## src/rtl/cu_sequencer.sv

```systemverilog
// Hard-wired control sequencer for the ARM-subset multicycle datapath.
// Fetches over a moc-handshaked memory port, decodes ir, then steps the
// datapath through data-processing, load/store-word and branch sequences.
// Optional feature macro: CU_BRANCH_LINK_EN (adds the BL state that writes R14).
module cu_sequencer (
    input  logic        clk,
    input  logic        reset,
    input  logic [31:0] ir,
    input  logic        cond_true,
    input  logic        moc,
    output logic [1:0]  MA,
    output logic [1:0]  MB,
    output logic [2:0]  MC,
    output logic        MD,
    output logic [4:0]  op,
    output logic        MG,
    output logic [1:0]  MJ,
    output logic        rf_ld,
    output logic        ir_ld,
    output logic        mar_ld,
    output logic        mdr_ld,
    output logic        flags_ld,
    output logic        mem_mov,
    output logic        mem_rw,
    output logic [3:0]  state
);

    localparam logic [4:0] OpAdd   = 5'b00100;
    localparam logic [4:0] OpSub   = 5'b00010;
    localparam logic [4:0] OpPassB = 5'b01101;
    localparam logic [4:0] OpPassA = 5'b10000;

    typedef enum logic [3:0] {
        StRst      = 4'd0,
        StFetch0   = 4'd1,
        StFetch1   = 4'd2,
        StFetch2   = 4'd3,
        StDecode   = 4'd4,
        StDp       = 4'd5,
        StLsAddr   = 4'd6,
        StLsLd0    = 4'd7,
        StLsLd1    = 4'd8,
        StLsSt0    = 4'd9,
        StLsSt1    = 4'd10,
        StBr       = 4'd11,
        StBl       = 4'd12,
        StUnused13 = 4'd13,
        StUnused14 = 4'd14,
        StUnused15 = 4'd15
    } state_e;

    state_e state_q, state_d;

    // Condition field, shift/register fields and low opcode bits are consumed by the datapath.
    logic unused_ir;
    assign unused_ir = ^{ir[31:28], ir[22:21], ir[19:0]};

    assign state = state_q;

    // State register with synchronous reset that overrides any pending memory wait.
    always_ff @(posedge clk) begin
        if (reset) begin
            state_q <= StRst;
        end else begin
            state_q <= state_d;
        end
    end

    // Next-state and control decode; every control defaults to 0.
    always_comb begin
        state_d  = StRst;
        MA       = 2'd0;
        MB       = 2'd0;
        MC       = 3'd0;
        MD       = 1'b0;
        op       = 5'd0;
        MG       = 1'b0;
        MJ       = 2'd0;
        rf_ld    = 1'b0;
        ir_ld    = 1'b0;
        mar_ld   = 1'b0;
        mdr_ld   = 1'b0;
        flags_ld = 1'b0;
        mem_mov  = 1'b0;
        mem_rw   = 1'b0;

        case (state_q)
            StRst: begin
                state_d = StFetch0;
            end
            StFetch0: begin
                MA      = 2'd2;
                MD      = 1'b1;
                op      = OpPassA;
                mar_ld  = 1'b1;
                state_d = StFetch1;
            end
            StFetch1: begin
                // Memory read starts while PC+4 is written back.
                mem_mov = 1'b1;
                mem_rw  = 1'b1;
                MA      = 2'd2;
                MB      = 2'd3;
                MD      = 1'b1;
                op      = OpAdd;
                MC      = 3'd3;
                rf_ld   = 1'b1;
                state_d = StFetch2;
            end
            StFetch2: begin
                mem_mov = 1'b1;
                mem_rw  = 1'b1;
                ir_ld   = moc;
                state_d = moc ? StDecode : StFetch2;
            end
            StDecode: begin
                if (!cond_true) begin
                    state_d = StFetch0;
                end else begin
                    case (ir[27:25])
                        3'b000, 3'b001: state_d = StDp;
                        3'b010:         state_d = StLsAddr;
`ifdef CU_BRANCH_LINK_EN
                        3'b101:         state_d = ir[24] ? StBl : StBr;
`else
                        3'b101:         state_d = StBr;
`endif
                        default:        state_d = StFetch0;
                    endcase
                end
            end
            StDp: begin
                MB       = 2'd1;
                // Test/compare opcodes (ir[24:23] == 2'b10) only update flags.
                rf_ld    = (ir[24:23] != 2'b10);
                flags_ld = ir[20];
                state_d  = StFetch0;
            end
            StLsAddr: begin
                MB      = 2'd1;
                MD      = 1'b1;
                op      = ir[23] ? OpAdd : OpSub;
                mar_ld  = 1'b1;
                state_d = ir[20] ? StLsLd0 : StLsSt0;
            end
            StLsLd0: begin
                mem_mov = 1'b1;
                mem_rw  = 1'b1;
                mdr_ld  = moc;
                state_d = moc ? StLsLd1 : StLsLd0;
            end
            StLsLd1: begin
                MB      = 2'd2;
                MD      = 1'b1;
                op      = OpPassB;
                rf_ld   = 1'b1;
                state_d = StFetch0;
            end
            StLsSt0: begin
                MJ      = 2'd2;
                MG      = 1'b1;
                mdr_ld  = 1'b1;
                state_d = StLsSt1;
            end
            StLsSt1: begin
                mem_mov = 1'b1;
                state_d = moc ? StFetch0 : StLsSt1;
            end
            StBr: begin
                // PC was already incremented during fetch.
                MA      = 2'd2;
                MB      = 2'd1;
                MD      = 1'b1;
                op      = OpAdd;
                MC      = 3'd3;
                rf_ld   = 1'b1;
                state_d = StFetch0;
            end
`ifdef CU_BRANCH_LINK_EN
            StBl: begin
                MA      = 2'd2;
                MD      = 1'b1;
                op      = OpPassA;
                MC      = 3'd2;
                rf_ld   = 1'b1;
                state_d = StBr;
            end
`endif
            default: begin
                state_d = StRst;
            end
        endcase
    end

endmodule

```

## config.mk

```make
export PLATFORM = sky130hd
export DESIGN_NAME = cu_sequencer
export DESIGN_NICKNAME = d
export VERILOG_FILES = /design/src/rtl/cu_sequencer.sv
export SDC_FILE = /design/constraint.sdc
export NUM_CORES = 1
export LEC_CHECK = 0
export ABC_AREA = 0
export ABC_CLOCK_PERIOD_IN_PS = 1000
export BUFFER_PORTS_ARGS = -buffer_cell sky130_fd_sc_hd__buf_2
export CAP_MARGIN = 20
export CORE_ASPECT_RATIO = 0.8
export CORE_MARGIN = 1.5
export CORE_UTILIZATION = 31
export CTS_CLUSTER_DIAMETER = 30
export DETAILED_ROUTE_END_ITERATION = 8
export PLACE_DENSITY = 0.75
export SLEW_MARGIN = 25
export SYNTH_ARGS = -nofsm -noshare
export SYNTH_HDL_FRONTEND = slang
export SYNTH_SLANG_ARGS = --single-unit
```

## constraint.sdc

```tcl
create_clock -name clk -period 1 [get_ports clk]
set_input_delay 0.05 -clock clk [delete_from_list [all_inputs] [get_ports clk]]
set_output_delay 0.05 -clock clk [all_outputs]
set_load 0.02 [all_outputs]
```

* Yosys cells after proc, flatten, opt, wreduce, memory -nomap -nowiden
Cells that the tools add are included.
Operators by class: equality and inequality tests 15, mux-type cells 22, reductions and logical operators 12
Operators with widths (count):
- case mux 4 bit (9 select lines) | 1
- case mux 5 bit (4 select lines) | 1
- equality test 4 x 3 -> 1 bit (second input constant) | 4
- equality test 4 bit (second input constant) | 4
- 2-to-1 mux 4 bit | 4
- case mux 4 bit (3 select lines) | 1
- OR reduction 3 bit | 4
- equality test 4 x 2 -> 1 bit (second input constant) | 2
- OR reduction 4 bit | 2
- 2-to-1 mux 1 bit | 7
- 2-to-1 mux 2 bit | 3
- 2-to-1 mux 3 bit | 2
- case mux 2 bit (3 select lines) | 1
- OR reduction 2 bit | 3
- OR reduction 5 bit | 1
- equality test 4 x 1 -> 1 bit (second input constant) | 1
- logical NOT 4 bit | 1
- case mux 1 bit (2 select lines) | 2
- equality test 3 x 1 -> 1 bit (second input constant) | 1
- equality test 3 x 2 -> 1 bit (second input constant) | 1
- equality test 3 bit (second input constant) | 1
- logical NOT 3 bit | 1
- != test 2 bit (second input constant) | 1
Word-level totals: register bits after elaboration 4, bits of input ports 36, output and inout bits 27, logic and storage cells 50

* Depth between registers and ports, before layout
Gate-level depths: netlist of run 1.
word-level depth 5, gate-level depth with buffers 6, mapped depth without buffers 4

* Least setup slack after synthesis of run 1
Ideal clock, no wire load.
kind reg-to-output, start register state_q[0], in the netlist state[0], end output port MC[1], arrival 1633 ps, required time 950 ps, setup slack -683 ps, stages on the path, launching flop included 6, path buffers 3, cell sequence dfxtp_1 > buf_2 > buf_4 > xor2_1 > nor3_1 > buf_4
Between the ends: word-level cells in the longest chain between the ends 3, elaborated cells on any way between the ends 4, those cells by class eq/ne (2); mux (1); reduce/logical (1)
RTL lines:
- start, declared | RTL line 52 | state_e state_q, state_d;
- start signal, assigned | RTL line 63 | state_q <= StRst;
- start signal, assigned | RTL line 65 | state_q <= state_d;
- equality test 4 bit / equality test 4 x 2 -> 1 bit (equally long branches) | RTL line 87 | case (state_q)
- OR reduction 2 bit (no source line) *
- 2-to-1 mux 2 bit * | RTL line 87
- end, declared | RTL line 13 | output logic [2:0] MC,
Mark *: on every way between the ends. The rest lies on a longest branch, timed or not.

* Final worst setup path of run 1
start register state_q[1], in the netlist state[1], end output port MB[0]
Between the ends: word-level cells in the longest chain between the ends 3, elaborated cells on any way between the ends 7, those cells by class eq/ne (5); mux (1); reduce/logical (1)
RTL lines:
- equality test 4 bit / equality test 4 x 3 -> 1 bit (equally long branches) | RTL line 87
- OR reduction 3 bit (no source line)
- case mux 2 bit (3 select lines) * | RTL line 87
- end, declared | RTL line 12 | output logic [1:0] MB,
Marks and branches as above.

==> summary.md, run 1 <==
| Metric | Value |
|---|---|
| Total gr overflow | `0` |
| Global-route wire length before repair | `4.49 mm` |
| Buffers from clock root to sink, at most | `2` |
| Crit Reg-Reg Startpoint | `state[0]` |
| Hold buffer count at CTS | `0` |
| First DRT Iteration DRCs | `18` |
| R2R cell count | `6` |
| Worst hold-check path type | `in -> reg` |
| Sort of element at the end of the critical path | `output pin` |
| Post-Route WL | `2.92 mm` |
| Number of CTS-inserted buffers | `3` |
| Fraction of power spent switching nets | `44.6%` |
| Number of nets in the layout | `198` |
| Number of pins exceeding their max-slew limit in the final report | `0` |
| Combinational Power Share | `75.3%` |
| Power per cell area | `1270 nW/um2` |
| Post-route total power | `1.97 mW` |
| Data required time at the worst endpoint | `950 ps` |
| Final hold viol count | `0` |
| Setup repair after global routing missed its margin | `true` |
| Number of global-route vias before repair | `1,007` |
| Violated checks | `negative setup slack` |
| Share of flip-flops with an asynchronous set or reset after synthesis | `0%` |
| Crit-path cells | `and2b_1 > a21oi_1 > or2_1 > o21ai_2 > buf_6` |
| Pin count of the biggest net entering global routing | `9` |
| Initial standard-cell utilization of the core | `32.3%` |
| DIE HEIGHT | `42.3 um` |
| Critical path's slowest cell | `sky130_fd_sc_hd__dfxtp_4` |
| End point of the critical path | `MB[0]` |
| Yosys synthesis warning count | `0` |
| Count of boundary I/O pins | `63` |
| Synthesized area | `599 um2` |
| Post-synth EDFFs | `0` |
| Synth Register Bits | `4` |
| Post-route ant nets | `0` |
| Routed wire length per instance | `15.8 um` |
| Category of the most critical setup path | `reg -> out` |
| DRC Markers | `0` |
| CP startpoint kind | `register` |
| Portion of total power attributed to the clock network | `13.1%` |
| Peak ir drop on the vdd network | `1.08 mV` |
| Area added between synthesis and finish | `158%` |
| Post-synthesis sequential area ratio | `13.4%` |
| Ant. Diodes | `0` |
| Last weighted congestion value of the routability-driven placer | `0.932` |
| Hpwl dp | `1.64 mm` |
| CTS tree | `done` |
| Flip-flop count of the largest register after layout | `4` |
| Reg power frac | `11.6%` |
| Total number of H-tree levels | `1` |
| Port Buffers | `33` |
| Status | `finished with violations` |
| Cell at the root of the clock tree | `sky130_fd_sc_hd__clkbuf_4` |
| Post-route fraction of the period consumed by the critical path | `142%` |
| Final setup vio count | `28` |
| Crit path arrival time | `1370 ps` |
| Number of distinct library cells after synthesis | `28` |
| Worst slack at placement | `-248 ps` |
| Number of cell rows | `14` |
| Core ar. | `1860 um2` |
| Share of post-route cells with drive strength above 1 | `76.4%` |
| CTS clk-pin slew, worst paths | `40 ps` |
| Leading register cell type out of synthesis | `sky130_fd_sc_hd__dfxtp_1` |
| Max Cap Viol | `0` |
| FF-to-FF setup slack | `-390 ps` |
| Combined global-route utilization of all metal layers | `27.3%` |
| Worst-Skew Late Latency | `260 ps` |
| Via density | `5.29` |
| Number of sinks driven by the clock tree | `4` |
| Area after DPL | `1030 um2` |
| Source of the critical timing path | `state[1]` |
| Post-route cell area | `1550 um2` |
| Die footprint | `2210 um2` |
| FILL cells | `95` |
| Highest clock rate | `0.707 GHz` |
| Number of antenna violations at the first check in global routing | `0` |
| Maximum net fanout on the critical path | `6` |
| Final critical delay including setup and external delays | `1420 ps` |
| Synthesized instance count | `96` |
| Internal Pwr Total | `1.09 mW` |
| Endpoint of the most critical register-to-register path | `state[1]` |
| Post-Route Skew | `0.0745 ps` |
| Floorplan die width | `52.2 um` |
| DRT Pass-1 Iters | `4` |
| Mean instance size in the synthesized netlist | `6.24 um2` |
| Detailed-route via count | `979` |
| Total leakage power | `0.671 nW` |
| Longest individual stage delay on the worst path | `360 ps` |
| Switching power | `0.879 mW` |
| Post-layout worst setup margin | `-415 ps` |
==> worst min-delay path by stage <==
stage | startpoint | endpoint | slack, ps | cells after the start
final | reset | state[2] | 110 | 3
after global routing | reset | state[2] | 110 | 3
after CTS | ir[27] | state[2] | 100 | 4
after detailed placement | ir[27] | state[2] | 350 | 4
after global placement | ir[27] | state[2] | 340 | 4
after floorplan | ir[23] | op[1] | 140 | 1
==> placed cells by master (no fill, tap or decap), drive strengths merged <==
cell type / instances
buf: 71
nand2b: 10
a21oi: 10
nor2: 9
o21ai: 8
nand2: 7
nor3: 5
dfxtp: 4
clkbuf: 4
inv: 4
nor2b: 3
a31oi: 3
conb: 3
and3: 3
a31o: 2
nand3: 2
o22ai: 2
o21a: 2
and2b: 1
xor2: 1
nor4b: 1
or2: 1
xnor2: 1
nor3b: 1
a211o: 1
a21o: 1
a22oi: 1
==> logic make-up after synthesis <==
group | count (synthesis) | share of synthesized area (%)
AO/OA/AOI/OAI | 30 | 29.6
XOR/XNOR | 2 | 2.92
buffers and inverters | 16 | 15.9
flip-flops | 4 | 13.4
other | 1 | 0.626
AND/OR/NAND/NOR | 43 | 37.6
==> synthesized netlist by cell type (2+ instances only) <==
cell type,number,area share (%)
sky130_fd_sc_hd__buf_2,4,3.3
sky130_fd_sc_hd__o21a_1,2,2.5
sky130_fd_sc_hd__buf_4,8,10
sky130_fd_sc_hd__nor2b_1,3,3.1
sky130_fd_sc_hd__nor3_1,5,4.2
sky130_fd_sc_hd__and3_1,3,3.1
sky130_fd_sc_hd__dfxtp_1,4,13
sky130_fd_sc_hd__nand3_1,2,1.7
sky130_fd_sc_hd__nand2_1,7,4.4
sky130_fd_sc_hd__a31o_2,2,2.9
sky130_fd_sc_hd__o22ai_1,2,2.1
sky130_fd_sc_hd__a31oi_1,3,3.1
sky130_fd_sc_hd__nor2_1,9,5.6
sky130_fd_sc_hd__inv_1,3,1.9
sky130_fd_sc_hd__nand2b_1,10,10
sky130_fd_sc_hd__o21ai_0,8,6.7
sky130_fd_sc_hd__a21oi_1,10,8.4
==> power groups by stage <==
stage,Combinational [mW],Clock (mW),Sequential (mW)
after CTS,1.33,0.232,0.223
after global placement,0.908,0,0.219
after detailed placement,0.927,0,0.225
after global routing,1.56,0.280,0.232
final,1.48,0.258,0.229
after floorplan,0.639,0,0.226
==> through the flow <==
step | util (%) | hold slack (ps) | TNS [ps] | std cells
floorplan | - | 136 | -2520 | 98
global placement | 55.5 | 342 | -2230 | 166
detailed placement | 55.5 | 350 | -3010 | 166
CTS | 76.1 | 103 | -6940 | 184
global route | 83.2 | 109 | -9020 | 185
finish | 83.2 | 110 | -7770 | 185
==> routing by layer <==
layer  up-vias  GRT usage (%)  routed length (um)
met3         4           5.00                 200
met4         0           8.21                  36
met1       469           34.4                1100
li1        457              -                   -
met5         -              0                   0
met2        49           46.8                1580
==> critical path: cells and delay by family, from the launching register on <==
family,cells,cell delay [ps]
AOI/OAI and AO/OA,2,150
buffers and inverters,1,130
DFF,1,360
and+or+nand+nor,2,460
==> cell type report <==
type                            count  area, um2  area share (%)
Tap cell                           24       30.0            1.94
Multi-Input combinational cell     78        716            46.3
Clock buffer                        4       26.3            1.70
Timing Repair Buffer               71        653            42.3
Inverter                            4       25.0            1.62
Sequential cell                     4       95.1            6.15
==> timing repair <==
item,CTS,global route
gates resized for setup,78,28
buffers inserted,14,1
endpoints found under the setup margin,27,28
pin swaps,11,5
hold endpoints to repair,0,0
No activity file was read; power rests on OpenSTA's default activity.
==> inputs of run 2 (changes only) <==
--- a/config.mk
+++ b/config.mk
@@ -9,12 +9,14 @@
 export ABC_CLOCK_PERIOD_IN_PS = 1000
 export BUFFER_PORTS_ARGS = -buffer_cell sky130_fd_sc_hd__buf_2
 export CAP_MARGIN = 20
+export CELL_PAD_IN_SITES_DETAIL_PLACEMENT = 1
+export CELL_PAD_IN_SITES_GLOBAL_PLACEMENT = 2
 export CORE_ASPECT_RATIO = 0.8
 export CORE_MARGIN = 1.5
-export CORE_UTILIZATION = 31
+export CORE_UTILIZATION = 13
 export CTS_CLUSTER_DIAMETER = 30
 export DETAILED_ROUTE_END_ITERATION = 8
-export PLACE_DENSITY = 0.75
+export PLACE_DENSITY_LB_ADDON = 0.1
 export SLEW_MARGIN = 25
 export SYNTH_ARGS = -nofsm -noshare
 export SYNTH_HDL_FRONTEND = slang
==> run 2 against run 1 <==
  * The run still ends with negative setup slack left
  * Critical path depth did not move
  * Combinational power increased by 3%
  * Cell count increased by 23%
  * Via count fell by 1.3%
  * Fmax is 3.0% higher
  * Critical endpoint is now MA[1]
==> summary.md, run 2 (same netlist as run 1, synthesis figures left out) <==
| Metric | Value |
|---|---|
| Status | `finished with violations` |
| Violated checks | `negative setup slack` |
| Combined global-route utilization of all metal layers | `13.9%` |
| Max Cap Viol | `0` |
| Final setup vio count | `25` |
| Worst slack at placement | `-243 ps` |
| DIE HEIGHT | `63.7 um` |
| Highest-count cells in the layout ignoring fill and taps | `sky130_fd_sc_hd__buf_6, sky130_fd_sc_hd__buf_4, sky130_fd_sc_hd__buf_2` |
| Final critical delay including setup and external delays | `1370 ps` |
| Port Buffers | `33` |
| Data required time at the worst endpoint | `950 ps` |
| Final hold viol count | `0` |
| Cell at the root of the clock tree | `sky130_fd_sc_hd__clkbuf_8` |
| Endpoint of the most critical register-to-register path | `state[1]` |
| Area after DPL | `1080 um2` |
| Crit Reg-Reg Startpoint | `state[3]` |
| Number of sinks driven by the clock tree | `4` |
| Last weighted congestion value of the routability-driven placer | `0.725` |
| Buffers from clock root to sink, at most | `2` |
| Worst hold-check path type | `in -> reg` |
| Core ar. | `4310 um2` |
| CP startpoint kind | `register` |
| Global-route wire length before repair | `5.30 mm` |
| CTS tree | `done` |
| Count of boundary I/O pins | `63` |
| CTS clk-pin slew, worst paths | `30 ps` |
| Post-Route Skew | `2.14 ps` |
| Number of antenna violations at the first check in global routing | `0` |
| DRC Markers | `0` |
| Share of post-route cells with drive strength above 1 | `79.4%` |
| End point of the critical path | `MA[1]` |
| Via density | `4.26` |
| Routed wire length per instance | `14.5 um` |
| Peak ir drop on the vdd network | `0.415 mV` |
| Number of pins exceeding their max-slew limit in the final report | `0` |
| Post-Route WL | `3.29 mm` |
| Crit path arrival time | `1320 ps` |
| Category of the most critical setup path | `reg -> out` |
| Post-Layout Cell Count | `227` |
| Most common cell after layout, fill and taps aside | `sky130_fd_sc_hd__buf_6` |
| Area added between synthesis and finish | `186%` |
| Maximum net fanout on the critical path | `8` |
| Total number of H-tree levels | `1` |
| First DRT Iteration DRCs | `17` |
| FILL cells | `502` |
| Initial standard-cell utilization of the core | `13.9%` |
| Post-route cell area | `1710 um2` |
| Die footprint | `5030 um2` |
| Number of nets in the layout | `207` |
| DRT Pass-1 Iters | `4` |
| Pin count of the biggest net entering global routing | `12` |
| Total gr overflow | `0` |
| Sum Neg Setup Slack | `-7050 ps` |
| Ant. Diodes | `0` |
| Sort of element at the end of the critical path | `output pin` |
| Number of global-route vias before repair | `1,008` |
| Hpwl dp | `2.30 mm` |
| Power per cell area | `1230 nW/um2` |
| Post-placement cell count | `200` |
| Total leakage power | `0.728 nW` |
| Floorplan die width | `78.9 um` |
| Detailed-route via count | `966` |
| Worst-Skew Late Latency | `220 ps` |
| Flip-flop count of the largest register after layout | `4` |
| R2R cell count | `5` |
| Share of the core filled with cells | `39.8%` |
| Post-route ant nets | `0` |
| Number of CTS-inserted buffers | `3` |
| Hold buffer count at CTS | `0` |
| Number of cell rows | `21` |
| Source of the critical timing path | `state[0]` |
| Post-layout worst setup margin | `-374 ps` |
| Post-route fraction of the period consumed by the critical path | `137%` |
| FF-to-FF setup slack | `-260 ps` |
| Setup repair after global routing missed its margin | `true` |
| Highest clock rate | `0.728 GHz` |
run 2: worst min-delay path by stage:
stage	startpoint	to	slack, ps	depth (start not counted)
2_1_floorplan	ir[23]	op[1]	140	1
3_3_place_gp	ir[27]	state[2]	360	4
3_5_place_dp	ir[27]	state[2]	360	4
4_1_cts	ir[27]	state[2]	120	4
5_1_grt	ir[27]	state[2]	170	4
6_report	ir[27]	state[2]	140	4
run 2: timing repair:
action,CTS,global route
gates cloned,0,0
pin swaps,17,13
buffers inserted,17,6
gates resized for setup,79,30
endpoints found under the setup margin,25,26
run 2: cell type report:
type | instances | area, um2 | share of cell area [%]
Tap cell | 57 | 71.3 | 4.16
Multi-Input combinational cell | 78 | 724 | 42.3
Clock buffer | 4 | 45.0 | 2.63
Inverter | 4 | 20.0 | 1.17
Sequential cell | 4 | 95.1 | 5.55
Timing Repair Buffer | 80 | 758 | 44.2
run 2: power by group:
| part | internal (mW) | total [mW] | leakage [nW] | switching, mW |
|---|---|---|---|---|
| clock network | 0.272 | 0.358 | 0.0228 | 0.0853 |
| logic | 0.790 | 1.53 | 0.670 | 0.739 |
| registers | 0.183 | 0.225 | 0.0355 | 0.0427 |
run 2: metrics by stage:
stage / power [mW] / hold WS [ps]
after global routing: 2.24 / 165
after global placement: 1.20 / 361
after floorplan: 0.866 / 136
after CTS: 1.98 / 123
final: 2.11 / 138
after detailed placement: 1.21 / 359
run 2: routing by layer:
layer  vias to the layer above  part of all wire (%)  track usage (%)
met5                         -                     0                0
met4                         0                  0.58             3.29
met3                         2                   5.5             2.14
met2                        32                    48             23.2
met1                       455                    45             18.8
li1                        477                     -                -
run 2: worst max-delay path: stages, from the launching register on:
cell and delay (ps):
sky130_fd_sc_hd__dfxtp_4 410, sky130_fd_sc_hd__buf_8 140, sky130_fd_sc_hd__xor2_4 180, sky130_fd_sc_hd__nor2_1 60, sky130_fd_sc_hd__o21a_2 200, sky130_fd_sc_hd__buf_6 120
==> inputs of run 3 (changes only) <==
--- a/config.mk
+++ b/config.mk
@@ -17,6 +17,7 @@
 export CTS_CLUSTER_DIAMETER = 30
 export DETAILED_ROUTE_END_ITERATION = 8
 export PLACE_DENSITY_LB_ADDON = 0.1
+export SKIP_CTS_REPAIR_TIMING = 1
 export SLEW_MARGIN = 25
 export SYNTH_ARGS = -nofsm -noshare
 export SYNTH_HDL_FRONTEND = slang
==> run 3 against run 2 <==
  * The run still ends with negative setup slack left
  * Non-clock buffer count down 9
  * Clock skew up 1.1 ps
  * First-iteration DRC count up 65%
  * Core utilization down 4.9 points
  * Clock power up 3%
  * Die area unchanged
  * Register-to-register slack worse by 90 ps
  * Critical path type unchanged
  * Highest routed layer unchanged
==> summary.md, run 3 (same netlist as run 1, synthesis figures left out) <==
| Metric | Value |
|---|---|
| Last weighted congestion value of the routability-driven placer | `0.725` |
| DRT Pass-1 Iters | `4` |
| Final hold viol count | `0` |
| Combined global-route utilization of all metal layers | `12.0%` |
| Worst-Skew Late Latency | `220 ps` |
| Number of sinks driven by the clock tree | `4` |
| Critical path's slowest cell | `sky130_fd_sc_hd__dfxtp_4` |
| Post-route ant nets | `0` |
| Initial standard-cell utilization of the core | `13.9%` |
| Routed wire length per instance | `14.7 um` |
| Post-route cell area | `1500 um2` |
| Die footprint | `5030 um2` |
| Sort of element at the end of the critical path | `output pin` |
| Data required time at the worst endpoint | `950 ps` |
| Maximum net fanout on the critical path | `5` |
| Share of post-route cells with drive strength above 1 | `72.0%` |
| DRC Markers | `0` |
| Detailed-route via count | `934` |
| Cell at the root of the clock tree | `sky130_fd_sc_hd__clkbuf_8` |
| Via density | `4.28` |
| Post-Route WL | `3.21 mm` |
| Port Buffers | `33` |
| CP startpoint kind | `register` |
| Floorplan die width | `78.9 um` |
| Status | `finished with violations` |
| Area added between synthesis and finish | `151%` |
| Crit path arrival time | `1340 ps` |
| CTS clk-pin slew, worst paths | `30 ps` |
| First DRT Iteration DRCs | `28` |
| Final critical delay including setup and external delays | `1390 ps` |
| Post-route fraction of the period consumed by the critical path | `139%` |
| Number of global-route vias before repair | `873` |
| Count of boundary I/O pins | `63` |
| Buffers from clock root to sink, at most | `2` |
| Ant. Diodes | `0` |
| Longest individual stage delay on the worst path | `350 ps` |
| Crit-path cells | `nand2b_4 > buf_6 > o21a_1 > o21ai_2 > buf_6` |
| Flip-flop count of the largest register after layout | `4` |
| Setup repair after global routing missed its margin | `true` |
| Post-Route Skew | `3.22 ps` |
| Core ar. | `4310 um2` |
| Area used by multi-input combinational logic | `663 um2` |
| Power per cell area | `1290 nW/um2` |
| Post-layout worst setup margin | `-390 ps` |
| Max Cap Viol | `0` |
| Total number of H-tree levels | `1` |
| Violated checks | `negative setup slack` |
| Cell with the most instances on the worst path | `sky130_fd_sc_hd__buf_6` |
| Number of CTS-inserted buffers | `3` |
| Global-route wire length before repair | `4.60 mm` |
| Total gr overflow | `0` |
| Post-route total power | `1.94 mW` |
| Final setup vio count | `25` |
| FILL cells | `512` |
| Number of nets in the layout | `198` |
| Total leakage power | `0.656 nW` |
| Pin count of the biggest net entering global routing | `17` |
| Worst hold-check path type | `in -> reg` |
| Hold Slack | `144 ps` |
| Worst slack at placement | `-243 ps` |
| Category of the most critical setup path | `reg -> out` |
| Most common cell after layout, fill and taps aside | `sky130_fd_sc_hd__buf_4` |
| Area after DPL | `1080 um2` |
| Sequential cell area | `95.1 um2` |
| Number of antenna violations at the first check in global routing | `0` |
| Highest clock rate | `0.719 GHz` |
| Peak ir drop on the vdd network | `0.370 mV` |
| CTS tree | `done` |
| Number of cell rows | `21` |
| Highest-count cells in the layout ignoring fill and taps | `sky130_fd_sc_hd__buf_4, sky130_fd_sc_hd__buf_6, sky130_fd_sc_hd__buf_2` |
| Number of pins exceeding their max-slew limit in the final report | `0` |
| DIE HEIGHT | `63.7 um` |
| Hpwl dp | `2.30 mm` |
## run 3: changes by cell type in the layout (fill, tap and decap cells not counted), sizes merged
cell	change
buf	-9
## run 3: cell type report
| class | count | area share, % |
|---|---|---|
| Sequential cell | 4 | 6.33 |
| Tap cell | 57 | 4.75 |
| Multi-Input combinational cell | 78 | 44.1 |
| Inverter | 4 | 1.33 |
| Clock buffer | 4 | 3.00 |
| Timing Repair Buffer | 71 | 40.5 |
## run 3: per-layer routing
| metal | track usage (%) | wire [um] |
|---|---|---|
| met3 | 2.29 | 171 |
| met4 | 3.29 | 19 |
| met2 | 18.8 | 1510 |
| met5 | 0 | 0 |
| met1 | 16.8 | 1510 |
## run 3: per-stage QoR
step                      TNS, ps  utilization (%)  cells
after floorplan             -2520                -     98
after global placement      -3150             25.0    200
after detailed placement    -3340             25.0    200
after CTS                   -8130             26.1    204
after global routing        -8420             34.9    218
final                       -7170             34.9    218
## run 3: worst max-delay path, delay by kind of cell, from the launching register on
kind	cells	cell delay (ps)
DFF	1	350
AOI/OAI and AO/OA	2	340
buffers and inverters	2	260
and+or+nand+nor	1	170
## run 3: final timing paths
kind	from	to	slack, ps	cells past startpoint
max	state[1]	MD	-390	5
min	ir[27]	state[2]	140	4
max reg2reg	state[0]	state[3]	-350	6
min reg2reg	state[3]	state[0]	840	5
## run 3: report_power, final
| group | internal, mW | switching, mW |
|---|---|---|
| combinational | 0.671 | 0.679 |
| sequential | 0.182 | 0.0393 |
| clock | 0.273 | 0.0940 |
| total | 1.13 | 0.813 |
